File: config.mk
export PLATFORM = sky130hd
export DESIGN_NAME = lsu_mem_port
export DESIGN_NICKNAME = d
export VERILOG_FILES = /design/src/rtl/lsu_mem_port.sv
export SDC_FILE = /design/constraint.sdc
export NUM_CORES = 1
export LEC_CHECK = 0
export ABC_AREA = 1
export BUFFER_PORTS_ARGS = -buffer_cell sky130_fd_sc_hd__buf_2
export CAP_MARGIN = 25
export CORE_MARGIN = 5
export CORE_UTILIZATION = 40
export DETAILED_ROUTE_END_ITERATION = 10
export GPL_TIMING_DRIVEN = 1
export PLACE_DENSITY = 0.72
export SLEW_MARGIN = 25
export SYNTH_ARGS = -nofsm -noshare
export SYNTH_HDL_FRONTEND = slang
export SYNTH_SLANG_ARGS = --single-unit
File: constraint.sdc
create_clock -name i_clk -period 1.9 [get_ports i_clk]
set_input_delay 0.095 -clock i_clk [delete_from_list [all_inputs] [get_ports i_clk]]
set_output_delay 0.095 -clock i_clk [all_outputs]
set_load 0.03 [all_outputs]
File: src/rtl/lsu_mem_port.sv
// lsu_mem_port: core load/store requests to a req/ack word bus with timeout and load extension.
module lsu_mem_port #(
  parameter int TIMEOUT_CYCLES = 64
) (
  input  logic        i_clk,
  input  logic        i_rst_n,
  input  logic        i_req_valid,
  output logic        o_req_ready,
  input  logic        i_req_write,
  input  logic [2:0]  i_req_funct3,
  input  logic [31:0] i_req_addr,
  input  logic [31:0] i_req_wdata,
  output logic        o_resp_valid,
  output logic [31:0] o_resp_rdata,
  output logic [1:0]  o_resp_error,
  output logic        o_mem_req,
  output logic        o_mem_we,
  output logic [31:0] o_mem_addr,
  output logic [3:0]  o_mem_wstrb,
  output logic [31:0] o_mem_wdata,
  input  logic        i_mem_ack,
  input  logic [31:0] i_mem_rdata
);
  typedef enum logic [1:0] {S_IDLE, S_BUS, S_RESP} state_t;
  state_t      r_state, w_next;
  logic        r_write;
  logic [2:0]  r_funct3;
  logic [1:0]  r_lane;
  logic [7:0]  r_cnt;
  logic        w_accept, w_illegal, w_misal, w_expire;
  logic [3:0]  w_wstrb;
  logic [31:0] w_wdata, w_ldata;
  logic [7:0]  w_byte;
  logic [15:0] w_half;

  assign o_req_ready = r_state == S_IDLE;
  assign w_accept    = o_req_ready && i_req_valid;
  assign w_expire    = r_cnt == 8'(TIMEOUT_CYCLES - 1);
  assign w_illegal   = i_req_write ? (i_req_funct3 > 3'b010)
                                   : (i_req_funct3 == 3'b011 || i_req_funct3[2:1] == 2'b11);
  assign w_misal     = (i_req_funct3[1:0] == 2'b01 && i_req_addr[0]) ||
                       (i_req_funct3[1:0] == 2'b10 && i_req_addr[1:0] != 2'b00);
  assign w_wstrb     = i_req_funct3[1:0] == 2'b00 ? 4'b0001 << i_req_addr[1:0] :
                       i_req_funct3[1:0] == 2'b01 ? (i_req_addr[1] ? 4'b1100 : 4'b0011) : 4'b1111;
  assign w_wdata     = i_req_funct3[1:0] == 2'b00 ? {4{i_req_wdata[7:0]}} :
                       i_req_funct3[1:0] == 2'b01 ? {2{i_req_wdata[15:0]}} : i_req_wdata;
  assign w_byte      = r_lane[1] ? (r_lane[0] ? i_mem_rdata[31:24] : i_mem_rdata[23:16])
                                 : (r_lane[0] ? i_mem_rdata[15:8]  : i_mem_rdata[7:0]);
  assign w_half      = r_lane[1] ? i_mem_rdata[31:16] : i_mem_rdata[15:0];
  // funct3[2] marks the unsigned variants, so it suppresses sign extension
  assign w_ldata     = r_funct3[1:0] == 2'b00 ? {{24{~r_funct3[2] & w_byte[7]}}, w_byte} :
                       r_funct3[1:0] == 2'b01 ? {{16{~r_funct3[2] & w_half[15]}}, w_half} : i_mem_rdata;

  always_comb begin
    w_next = r_state;
    if (w_accept) w_next = (w_illegal || w_misal) ? S_RESP : S_BUS;
    else if (r_state == S_BUS && (i_mem_ack || w_expire)) w_next = S_RESP;
    else if (r_state == S_RESP) w_next = S_IDLE;
  end

  always_ff @(posedge i_clk or negedge i_rst_n) begin
    if (!i_rst_n) begin
      r_state      <= S_IDLE;
      r_write      <= 1'b0;
      r_funct3     <= 3'b000;
      r_lane       <= 2'b00;
      r_cnt        <= 8'd0;
      o_resp_valid <= 1'b0;
      o_resp_rdata <= 32'd0;
      o_resp_error <= 2'b00;
      o_mem_req    <= 1'b0;
      o_mem_we     <= 1'b0;
      o_mem_addr   <= 32'd0;
      o_mem_wstrb  <= 4'b0000;
      o_mem_wdata  <= 32'd0;
    end else begin
      r_state      <= w_next;
      o_mem_req    <= w_next == S_BUS;
      o_resp_valid <= w_next == S_RESP;
      r_cnt        <= (r_state == S_BUS && w_next == S_BUS) ? r_cnt + 8'd1 : 8'd0;
      if (w_accept) begin
        r_write  <= i_req_write;
        r_funct3 <= i_req_funct3;
        r_lane   <= i_req_addr[1:0];
      end
      if (w_accept && w_next == S_BUS) begin
        o_mem_we    <= i_req_write;
        o_mem_addr  <= {i_req_addr[31:2], 2'b00};
        o_mem_wstrb <= i_req_write ? w_wstrb : 4'b0000;
        o_mem_wdata <= w_wdata;
      end else if (w_next != S_BUS) begin
        o_mem_we    <= 1'b0;
        o_mem_wstrb <= 4'b0000;
      end
      if (w_next == S_RESP) begin
        o_resp_error <= r_state == S_IDLE ? (w_illegal ? 2'b10 : 2'b01) : (i_mem_ack ? 2'b00 : 2'b11);
        o_resp_rdata <= (r_state == S_BUS && i_mem_ack && !r_write) ? w_ldata : 32'd0;
      end
    end
  end
endmodule

# Yosys cells after proc, flatten, opt, wreduce, memory -nomap -nowiden
# Cells that the tools add are included.
# Widths: inputs -> output; s select.
# op_classes
muxes	26
bitwise	3
reduce_logical	18
n_eq_ne	11
n_shift	1
n_addsub	1
magnitude_cmp	1
# op_table
cell	n
$mux 32	5
$mux 8	4
$mux 4	6
$mux 16	1
$mux 2	7
$add 8x1->8 const B	1
$eq 2x1->1 const B	4
$eq 2x2->1 const B	4
$eq 8x6->1 const B	1
$logic_and 1x1->1	8
$logic_not 2->1	3
$logic_or 1x1->1	4
$reduce_bool 2->1	2
$shl 1x2->4 const A	1
$eq 3x2->1 const B	1
$gt 3x2->1 const B	1
$mux 1	3
$and 1x1->1	2
$ne 2x1->1 const B	1
$logic_not 1->1	1
$not 1->1	1
# word_totals
out_inout_bits	106
word_cells	74
regBits	119
in_bits	104

# Longest topological paths before layout
# Gate-level depths: netlist (run 1).
# depth
ltp_word	9
ltp_mapped	13
depth_no_buf	12

# Least setup slack after synthesis (run 1)
# Ideal clock, no wire load.
# synth_path
path_kind	reg-to-reg
startpoint	register r_state[0]
endpoint	register o_resp_rdata[7]
n_path_buf	1
setup_ns	0.119
required_time_ns	1.781
synth_period_minus_slack_ns	1.642
arrival_time_ns	1.523
path_slack_ns	0.258
stages_incl_launch_ff	9
path_cell_list	dfrtp_1 nor2_4 nand2_2 a21oi_2 a21o_1 nand2_4 buf_6 nand2_1 nand2_1
# synth_between
elab_cells_between_ends	12
cone_classes	3 x eq/ne; 4 x mux; 5 x reduce/logical
# synth_rtl
item	line_no	text
from (decl)	25	state_t r_state, w_next;
from (signal assigned)	77	r_state <= w_next;
$logic_not 2->1	36	assign o_req_ready = r_state == S_IDLE;
via o_req_ready	8	output logic o_req_ready,
$logic_and 1x1->1	37	assign w_accept = o_req_ready && i_req_valid;
$mux 2	56	if (w_accept) w_next = (w_illegal || w_misal) ? S_RESP : S_BUS;
via w_next[1]	25	
$eq 2x2->1	95	if (w_next == S_RESP) begin
to (signal assigned)	97	o_resp_rdata <= (r_state == S_BUS && i_mem_ack && !r_write) ? w_ldata : 32'd0;
to (decl)	14	output logic [31:0] o_resp_rdata,
# The timed path passes the listed nets, and every way through them passes these cells.
# A chain may end at the register's enable or synchronous reset.

# Final worst setup path (run 1)
# layout_path
startpoint	input port i_req_write
endpoint	register o_mem_wstrb[2]
# layout_between
elab_chain_len	7
elab_cells_between_ends	10
cone_classes	2 x eq/ne; 5 x mux; 3 x reduce/logical
# layout_rtl
item	line_no	text
from (decl)	9	input logic i_req_write,
$mux 1	39	assign w_illegal = i_req_write ? (i_req_funct3 > 3'b010)
$logic_or 1x1->1	56	
$mux 2 (2 in a row)	56	
$eq 2x1->1	86	if (w_accept && w_next == S_BUS) begin
$logic_and 1x1->1	86	
$mux 4 or $reduce_bool 2->1 (tied branches)	n/a	
to (signal assigned)	89	o_mem_wstrb <= i_req_write ? w_wstrb : 4'b0000;
to (decl)	19	output logic [3:0] o_mem_wstrb,
# Parallel ways exist; a longest one is shown, timed or not.

==> metrics, run 1 <==
Die Area=16500 µm²; first-pass GRT wire length=27700 µm; clk slew on worst S/H paths=0.05 ns; worst path cell trace=dlygate4sd3_1 -> buf_2 -> inv_1 -> nand2_1 -> nand2_1 -> nand4_4 -> buf_4 -> nor2_1 -> nand2_1 -> nand2_1; crit-path most repeated cell=nand2_1; startpoint class of the critical path=primary input; # port buffers=207; Top FF cell, synth=dfrtp_1; RR Startpoint=r_cnt[0]$_DFF_PN0_; Fin. Hold Viols=0; Pins Over Slew Limit=0; synth-to-layout area growth=41.5%; Remaining DRCs=0; RR Endpoint=o_resp_rdata[9]$_DFFE_PN0P_; Post-Route Skew=0.00665 ns; nets=1064; Cell variety after synth=35; max cap viols=0; mapped cell area=5610 µm²; WP data arrival=2.06 ns; count of clock tree sinks=119; synth warn=0; initial antenna violation count=0; finished layout cell area=7940 µm²; DR vias/cell=4.96; IO Count=210; layout cell share with drive strength beyond 1=0.283; Min-Delay Path Depth=4; TritonCTS clock tree=done; critical path class=in -> reg; Max stage delay on crit path=0.54 ns; CTS Buffer Depth=2; Commonest cells post-synth=nand2_1, dfrtp_1, o21ai_0; worst-path fanout max=62; Worst R2R Setup Slack=0.20 ns; Worst path slowest cell=dlygate4sd3_1; largest family of logic cells by synthesized area=simple AND/OR/NAND/NOR gates; largest net degree at the start of global routing=63; WHS=0.0159 ns; pwr dens=1670 nW/µm²; setup TNS=0 ns; met3 Use GR=0.0722; Synth top area share=0.531; headroom to the max-slew limit=0.610; Reg2Reg Depth=9; post-synthesis compound-gate area fraction=0.111; Die Ht=128 µm; post-layout util=0.574; VDD IR max=0.943 mV; TritonCTS Buffers=17; DR iter-0 viols=440; number of synthesized flops with an enable pin=0; M2 GR Usage=0.341; crit end category=flop; min-delay src=i_req_addr[1]; final worst path period need=1.70 ns; filler cell count=1223; WL final=17800 µm; simple-gate share of the synthesized area=0.280; post-synthesis register bit count=119; RD Place Congestion=0.888; Antenna diodes=0; sequential-to-total area share from yosys stat=0.531; data required time of the critical path=2.25 ns; Routed Antenna Nets=0; Core ar.=13800 µm²; post-synthesis adder-cell area fraction=0.00223; Post-synth ARST share=1.00; dpl hpwl=12500 µm; fmax=587 MHz; Avg Inst Size Synth=8.03 µm²; fin crit share=0.897; M1 GR Usage=0.267; WL/cell=15.5 µm; final setup vio count=0; CTS H-tree lvls=4; Worst-Margin Slew=0.584 ns; Root Buffer=clkbuf_16; GR Overflow Total=0; DP Area=6910 µm²; Total GRT Usage=0.212; vias=5712; post-synthesis cell count=699; Pleak=0.00434 µW; DR pass1 iterations=5; status=finished clean; Worst Hold Endpoint=o_mem_wstrb[1]$_DFFE_PN0P_; Initial Utilization=0.406; count leader, synth=nand2_1; clk_lat worst skew=0.41 ns; synth top area cells=dfrtp_1, nand2_1, o21ai_0, inv_1, nor2_1; busiest grt layer=met2; site row count=43; mux contribution to synthesized area=0.00736; vias in the first global route=5579; postcts setup bufs=0; xor/xnor share of the synthesized area=0.00780; RSZ-0062 raised after global routing=no; hold crit path type=in -> reg; Synth area leader=dfrtp_1; die width=128 µm
[worst max path at each step]
stage                          from                           end  slack, ns  depth (start not counted)
2_1_floorplan  r_state[0]$_DFF_PN0_   o_resp_rdata[7]$_DFFE_PN0P_       0.26                          8
3_3_place_gp     r_cnt[0]$_DFF_PN0_  o_resp_rdata[24]$_DFFE_PN0P_       0.18                         12
3_5_place_dp     r_cnt[0]$_DFF_PN0_  o_resp_rdata[15]$_DFFE_PN0P_       0.13                         12
4_1_cts          r_cnt[0]$_DFF_PN0_  o_resp_rdata[15]$_DFFE_PN0P_       0.12                         12
5_1_grt          r_cnt[0]$_DFF_PN0_  o_resp_rdata[20]$_DFFE_PN0P_     0.0003                         12
6_report                i_req_write    o_mem_wstrb[2]$_DFFE_PN0P_       0.20                         10
[worst max-delay path, delay by kind of cell]
kind          cells  cell delay, ns
simple gates      6            0.85
buf+inv           4            1.09
[routing by layer]
metal,routed length [µm],vias to the layer above
met3,1960,30
met4,417,0
met5,0,-
met2,8300,286
li1,-,2754
met1,7120,2642
[repair_timing]
action | in CTS | in global routing
gates resized for setup | 0 | 5
endpoints found under the hold margin | 163 | 0
hold buffers | 45 | 0
setup endpoints to repair | 0 | 34
[metrics by stage]
stage	worst slack (ns)	total power (µW)	instances
3_3_place_gp	0.176	9980	1074
3_5_place_dp	0.128	10100	1074
5_1_grt	0.000262	14100	1151
2_1_floorplan	0.258	8210	700
6_report	0.196	13200	1151
4_1_cts	0.115	13200	1150
[flip-flops by register name (all words and copies together) (netlist names)]
signal,flops
r_write,1
o_mem_wstrb,4
o_resp_rdata,32
o_mem_we,1
o_resp_error,2
o_resp_valid,1
o_mem_req,1
r_funct3,3
o_mem_addr,30
r_cnt,8
r_lane,2
o_mem_wdata,32
r_state,2
[area by class of cell]
cell class | count | area (µm²) | share of cell area
flip-flops and latches | 119 | 2980 | 0.375
clock inverters | 9 | 77.6 | 0.00977
multi-input cells | 503 | 2330 | 0.293
clock buffers | 22 | 464 | 0.0585
repair buffers | 272 | 1690 | 0.213
inverters | 46 | 175 | 0.0221
well taps | 180 | 225 | 0.0284
[report_power, final]
group / total [µW] / switching, µW / internal (µW)
Combinational: 6100 / 4290 / 1810
Sequential: 4190 / 614 / 3580
Clock: 2940 / 1100 / 1840
[cells in the final DEF, fill, tap and decap left out, types with 15 or more instances in the layout]
cell type | synthesis | final
o21a_1 | 16 | 16
dfrtp_1 | 119 | 119
inv_1 | 42 | 42
nand2_1 | 296 | 296
o21ai_0 | 54 | 54
dlygate4sd3_1 | 0 | 45
clkbuf_16 | 0 | 17
buf_4 | 2 | 17
nand3_1 | 24 | 24
a21oi_1 | 15 | 15
buf_2 | 9 | 206
nor2_1 | 40 | 40
[cells by family after synthesis]
group / count (synthesis)
buffers and inverters: 79
muxes: 4
xor gates and xnor gates: 5
and+or+nand+nor: 385
AOI/OAI and AO/OA: 105
other: 1
adders and majority gates: 1
DFF: 119
Power figures use the tool's default switching activity.
==> run 2, diff against run 1 <==
==> constraint.sdc (replaced) <==
create_clock -name i_clk -period 2.2 [get_ports i_clk]
set_input_delay 0.11 -clock i_clk [delete_from_list [all_inputs] [get_ports i_clk]]
set_output_delay 0.11 -clock i_clk [all_outputs]
set_load 0.03 [all_outputs]
==> run 2 against run 1 <==
Net effect:
- critical path depth shrank 4
- cell area is 0.68% lower
- power fell by 11%
==> metrics, run 2 (synthesis gave the netlist of run 1 again) <==
Antenna diodes=0 (unchanged); RD Place Congestion=0.882 (was 0.888); Total GRT Usage=0.210 (was 0.212); Die Ht=128 µm (unchanged); vias in the first global route=5426 (was 5579); # port buffers=207 (unchanged); Top delay family on crit path=compound AO/OA/AOI/OAI gates (was buffers and inverters); DR iter-0 viols=385 (was 440); GR Overflow Total=0 (unchanged); hold crit path type=in -> reg (unchanged); first-pass GRT wire length=27400 µm (was 27700 µm); headroom to the max-slew limit=0.578 (was 0.610); Fin. Hold Viols=0 (unchanged); die width=128 µm (unchanged); filler cell count=1243 (was 1223); CTS H-tree lvls=4 (unchanged); Worst Hold Endpoint=r_funct3[2]$_DFFE_PN0P_ (was o_mem_wstrb[1]$_DFFE_PN0P_); CTS Buffer Depth=2 (unchanged); Routed Antenna Nets=0 (unchanged); critical path class=reg -> reg (was in -> reg); TritonCTS clock tree=done (unchanged); Initial Utilization=0.406 (unchanged); startpoint class of the critical path=flop (was primary input); final worst path period need=1.87 ns; VDD IR max=0.824 mV (was 0.943 mV); commonest cells after routing, fill and taps aside=nand2_1, buf_2, dfrtp_1 (unchanged); setup TNS=0 ns (unchanged); Largest regs=o_mem_wdata: 32 flops, o_resp_rdata: 32 flops, o_mem_addr: 30 flops (unchanged); WL/cell=15.2 µm (was 15.5 µm); Root Buffer=clkbuf_16 (unchanged); WHS=0.0157 ns (was 0.0159 ns); max cap viols=0 (unchanged); nets=1049 (was 1064); vias=5595 (was 5712); Worst R2R Setup Slack=0.33 ns (was 0.20 ns); Worst path slowest cell=dfrtp_1 (was dlygate4sd3_1); TritonCTS Buffers=17 (unchanged); pwr dens=1490 nW/µm² (was 1670 nW/µm²); Pins Over Slew Limit=0 (unchanged); Reg2Reg Depth=6 (was 9); Die Area=16500 µm² (unchanged); clk slew on worst S/H paths=0.05 ns (about the same); fin crit share=0.849; DR pass1 iterations=6 (was 5); Max stage delay on crit path=0.62 ns (was 0.54 ns); Pleak=0.00433 µW (was 0.00434 µW); final setup vio count=0 (unchanged); Worst-Margin Slew=0.631 ns (was 0.584 ns); Min-Delay Path Depth=3 (was 4); post-CTS sizing=0 (unchanged); WP buf/inv=1 (was 4); commonest non-fill, non-tap cell in the layout=nand2_1 (unchanged); worst-path fanout max=15 (was 62); fmax=535 MHz; site row count=43 (unchanged); min-delay src=i_req_funct3[2] (was i_req_addr[1]); Core ar.=13800 µm² (unchanged); synth-to-layout area growth=40.5% (was 41.5%); postcts setup bufs=0 (unchanged); Remaining DRCs=0 (unchanged); crit end category=flop (unchanged); RR Startpoint=r_lane[1]$_DFFE_PN0P_ (was r_cnt[0]$_DFF_PN0_); IO Count=210 (unchanged); worst path cell trace=o21ai_0 -> o21ai_0 -> inv_1 -> a21oi_1 -> nand2_1 -> nand2_1 (was dlygate4sd3_1 -> buf_2 -> inv_1 -> nand2_1 -> nand2_1 -> nand4_4 -> buf_4 -> nor2_1 -> nand2_1 -> nand2_1); status=finished clean (unchanged); DR vias/cell=4.92 (was 4.96); dpl hpwl=12300 µm (was 12500 µm); count of clock tree sinks=119 (unchanged); Post-Route Skew=0.00735 ns (was 0.00665 ns); clk_lat worst skew=0.42 ns (was 0.41 ns); RR Endpoint=o_resp_rdata[27]$_DFFE_PN0P_ (was o_resp_rdata[9]$_DFFE_PN0P_); WP data arrival=2.22 ns (was 2.06 ns); largest net degree at the start of global routing=64 (was 63); layout cell share with drive strength beyond 1=0.281 (was 0.283); RSZ-0062 raised after global routing=no (unchanged); initial antenna violation count=0 (unchanged); data required time of the critical path=2.55 ns (was 2.25 ns); WL final=17300 µm (was 17800 µm); crit path launch=r_lane[1]$_DFFE_PN0P_ (was i_req_write)
run 2: changes by cell type in the layout (fill, tap and decap cells not counted), moves of 2 or more:
cell / previous run / this run
dlygate4sd3_1: 45 / 38
buf_4: 17 / 11
bufinv_16: 1 / 5
clkinv_4: 0 / 3
clkbuf_1: 3 / 1
clkinv_2: 5 / 3
clkinvlp_4: 3 / 1
nand2_8: 2 / 0
run 2: cell type report:
type	instances	area [µm²]	share of cell area
clock buffers	20	457	0.0579
clock inverters	12	199	0.0252
inverters	46	173	0.0219
multi-input cells	502	2300	0.292
flip-flops and latches	119	2980	0.378
well taps	180	225	0.0286
repair buffers	258	1550	0.197
run 2: report_power, final:
group | internal [µW] | total [µW] | switching, µW
clock network | 2070 | 3070 | 1000
registers | 3090 | 3630 | 545
logic | 1490 | 5070 | 3580
run 2: metrics by stage:
stage	instance area (µm²)	utilization	setup WS (ns)	total power (µW)	cells
2_1_floorplan	5620	-	0.558	7090	700
3_3_place_gp	6850	0.495	0.427	8570	1067
3_5_place_dp	6850	0.495	0.370	8660	1067
4_1_cts	7890	0.570	0.332	11800	1137
5_1_grt	7890	0.570	0.111	12500	1137
6_report	7890	0.570	0.331	11800	1137
run 2: how the worst max path moves through the flow:
| stage | cells past startpoint | slack (ns) | endpoint |
|---|---|---|---|
| 3_5_place_dp | 12 | 0.37 | o_resp_rdata[17]$_DFFE_PN0P_ |
| 5_1_grt | 6 | 0.11 | o_resp_rdata[31]$_DFFE_PN0P_ |
| 2_1_floorplan | 8 | 0.56 | o_resp_rdata[7]$_DFFE_PN0P_ |
| 6_report | 6 | 0.33 | o_resp_rdata[27]$_DFFE_PN0P_ |
| 3_3_place_gp | 6 | 0.43 | o_resp_rdata[29]$_DFFE_PN0P_ |
| 4_1_cts | 12 | 0.33 | o_resp_rdata[26]$_DFFE_PN0P_ |
run 2: worst reg2reg max path: stages (launching register included):
cell and delay (ns):
dfrtp_1 0.62, o21ai_0 0.17, o21ai_0 0.33, inv_1 0.30
a21oi_1 0.22, nand2_1 0.08, nand2_1 0.09
run 2: metal layers:
| metal | GRT usage | vias to the layer above | part of all wire |
|---|---|---|---|
| li1 | - | 2726 | - |
| met1 | 0.264 | 2586 | 0.41 |
| met2 | 0.334 | 253 | 0.46 |
| met3 | 0.0756 | 30 | 0.11 |
| met4 | 0.0805 | 0 | 0.022 |
| met5 | 0 | - | 0 |
run 2: timing repair:
item                       CTS  global route
hold buffers                38             0
setup endpoints to repair    0             0
hold endpoints to repair   134             0
==> run 3, diff against run 2 <==
--- a/config.mk
+++ b/config.mk
@@ -12,7 +12,7 @@
 export CORE_UTILIZATION = 40
 export DETAILED_ROUTE_END_ITERATION = 10
 export GPL_TIMING_DRIVEN = 1
-export PLACE_DENSITY = 0.72
+export PLACE_DENSITY = 0.75
 export SLEW_MARGIN = 25
 export SYNTH_ARGS = -nofsm -noshare
 export SYNTH_HDL_FRONTEND = slang
==> constraint.sdc (replaced) <==
create_clock -name i_clk -period 1.5 [get_ports i_clk]
set_input_delay 0.075 -clock i_clk [delete_from_list [all_inputs] [get_ports i_clk]]
set_output_delay 0.075 -clock i_clk [all_outputs]
set_load 0.03 [all_outputs]
==> run 3 against run 2 <==
Net effect:
- the flow now finishes with violations (setup timing)
- clock-buffer cell count is the same
- critical path type unchanged
- highest routed layer is now met5
- sequential power grew 52%
- cell area grew 17%
==> metrics, run 3 (synthesis gave the netlist of run 1 again) <==
data required time of the critical path=1.84 ns (was 2.55 ns); DR iter-0 viols=567 (was 385); final worst path period need=1.64 ns (was 1.87 ns); Psw=8370 µW (was 5130 µW); critical path class=reg -> reg (unchanged); Setup Slack @ Placement=-0.135 ns (was 0.370 ns); TritonCTS clock tree=done (unchanged); Fin. Hold Viols=0 (unchanged); clk slew on worst S/H paths=0.06 ns (was 0.05 ns); commonest non-fill, non-tap cell in the layout=nand2_1 (unchanged); worst-path fanout max=8 (was 15); final worst setup slack=-0.137 ns (was 0.331 ns); Antenna diodes=0 (unchanged); DR pass1 iterations=7 (was 6); RD Place Congestion=0.878 (was 0.882); min-delay src=i_req_funct3[0] (was i_req_funct3[2]); Min-Delay Path Depth=3 (unchanged); CTS Buffer Depth=2 (unchanged); Remaining DRCs=0 (unchanged); Routed Antenna Nets=0 (unchanged); power share of the combinational group=0.482 (was 0.431); failing checks=setup timing; Initial Utilization=0.406 (unchanged); RSZ-0062 raised after global routing=yes (was no); startpoint class of the critical path=flop (unchanged); RR Startpoint=r_cnt[1]$_DFF_PN0_ (was r_lane[1]$_DFFE_PN0P_); Post-Route Skew=0.00895 ns (was 0.00735 ns); nets=1121 (was 1049); crit end category=flop (unchanged); Worst R2R Setup Slack=-0.14 ns (was 0.33 ns); overall power=18800 µW (was 11800 µW); hold crit path type=in -> reg (unchanged); Pleak=0.00483 µW (was 0.00433 µW); vias=6233 (was 5595); layout cell share with drive strength beyond 1=0.405 (was 0.281); CTS H-tree lvls=4 (unchanged); Int Pwr=10400 µW (was 6650 µW); Largest regs=o_mem_wdata: 32 flops, o_resp_rdata: 32 flops, o_mem_addr: 30 flops (unchanged); fmax=611 MHz (was 535 MHz); area of the multi-input gates=2770 µm² (was 2300 µm²); TritonCTS Buffers=17 (unchanged); Die Area=16500 µm² (unchanged); pwr dens=2040 nW/µm² (was 1490 nW/µm²); Reg area=2980 µm² (unchanged); Root Buffer=clkbuf_16 (unchanged); GR Overflow Total=0 (unchanged); RR Endpoint=r_cnt[2]$_DFF_PN0_ (was o_resp_rdata[27]$_DFFE_PN0P_); Reg2Reg Depth=9 (was 6); commonest cells after routing, fill and taps aside=nand2_1, buf_2, dfrtp_1 (unchanged); synth-to-layout area growth=63.7% (was 40.5%); Worst-Margin Slew=0.636 ns (was 0.631 ns); Die Ht=128 µm (unchanged); status=finished with violations (was finished clean); Sw Ratio=0.446 (was 0.436); headroom to the max-slew limit=0.576 (was 0.578); largest net degree at the start of global routing=119 (was 64); filler cell count=1061 (was 1243); VDD IR max=1.45 mV (was 0.824 mV); WL final=20500 µm (was 17300 µm); max cap viols=0 (unchanged); Pins Over Slew Limit=0 (unchanged); DR vias/cell=5.16 (was 4.92); IO Count=210 (unchanged); vias in the first global route=6112 (was 5426); site row count=43 (unchanged); WL/cell=17.0 µm (was 15.2 µm); clk_lat worst skew=0.41 ns (was 0.42 ns); initial antenna violation count=1 (was 0); dpl cells=1092 (was 1067); WP data arrival=1.98 ns (was 2.22 ns); first-pass GRT wire length=29700 µm (was 27400 µm); clock power share=0.224 (was 0.261); Flop pwr share=0.294 (was 0.308); dpl hpwl=11900 µm (was 12300 µm); # port buffers=207 (unchanged); Layout Cells excl Fill=1209 (was 1137); die width=128 µm (unchanged); Core ar.=13800 µm² (unchanged); count of clock tree sinks=119 (unchanged); Total GRT Usage=0.226 (was 0.210); final setup vio count=77 (was 0); fin crit share=1.09 (was 0.849); Worst Hold Endpoint=r_funct3[0]$_DFFE_PN0P_ (was r_funct3[2]$_DFFE_PN0P_)
[run 3: cell count changes in the layout (fill, tap and decap cells not counted), moves of 14 or more]
cell           before  now
buf_4              11   34
nand2_4             2   26
o21ai_2             0   14
nand2_2             3   43
o21ai_0            54   39
dlygate4sd3_1      38   61
nand2_1           296  231
[run 3: layout make-up]
cell class	instances	share of cell area
clock buffers	20	0.0497
clock inverters	12	0.0165
inverters	46	0.0203
multi-input cells	503	0.301
flip-flops and latches	119	0.324
well taps	180	0.0245
repair buffers	329	0.264
[run 3: worst max-delay path, stage by stage, from the launching register on]
cell and delay [ns]:
dfrtp_1 0.38, ha_2 0.20, nand2_2 0.08, nor2_4 0.04, nand2_2 0.07, nand3b_1 0.09
buf_4 0.15, a21oi_4 0.21, nand3_4 0.19, nor2_1 0.14
[run 3: what timing repair did]
| action | CTS | global route |
|---|---|---|
| resized for setup | 11 | 147 |
| setup endpoints to repair | 47 | 110 |
| cloned | 1 | 12 |
| hold buffers | 61 | 0 |
| pin swaps | 5 | 33 |
| hold endpoints to repair | 178 | 0 |
| setup buffers | 4 | 7 |
[run 3: power groups by stage]
| stage | sequential (µW) | combinational (µW) | clock [µW] |
|---|---|---|---|
| final | 5520 | 9030 | 4200 |
| after global routing | 5680 | 9720 | 4380 |
| after CTS | 5270 | 8140 | 4250 |
| after detailed placement | 5270 | 7720 | 0 |
| after global placement | 5280 | 7550 | 0 |
| after floorplan | 7610 | 2830 | 0 |
[run 3: per-stage QoR]
step | hold WS, ns | utilization | setup TNS [ns] | instance area (µm²)
3_3_place_gp | -0.133 | 0.514 | -2.68 | 7110
6_report | 0.0117 | 0.664 | -5.81 | 9190
5_1_grt | 0.0202 | 0.664 | -14.05 | 9190
2_1_floorplan | -0.221 | - | -3.63 | 5680
3_5_place_dp | -0.133 | 0.514 | -4.99 | 7110
4_1_cts | 0.000398 | 0.609 | -3.42 | 8420
[run 3: how the worst max path moves through the flow]
stage,to,slack (ns),start
floorplan,o_resp_rdata[7]$_DFFE_PN0P_,-0.11,r_state[0]$_DFF_PN0_
global placement,o_resp_rdata[30]$_DFFE_PN0P_,-0.08,r_cnt[0]$_DFF_PN0_
detailed placement,o_resp_rdata[2]$_DFFE_PN0P_,-0.14,r_cnt[0]$_DFF_PN0_
CTS,o_resp_rdata[17]$_DFFE_PN0P_,-0.09,r_cnt[1]$_DFF_PN0_
global route,r_cnt[4]$_DFF_PN0_,-0.22,r_cnt[1]$_DFF_PN0_
finish,r_cnt[2]$_DFF_PN0_,-0.14,r_cnt[1]$_DFF_PN0_
[run 3: routing by layer]
layer  GRT usage  wire length, µm  up-vias
met5           0                7        -
met4      0.0961              591        2
met3      0.0664             2140       51
met2       0.375            10300      389
met1       0.274             7460     2913
li1            -                -     2878
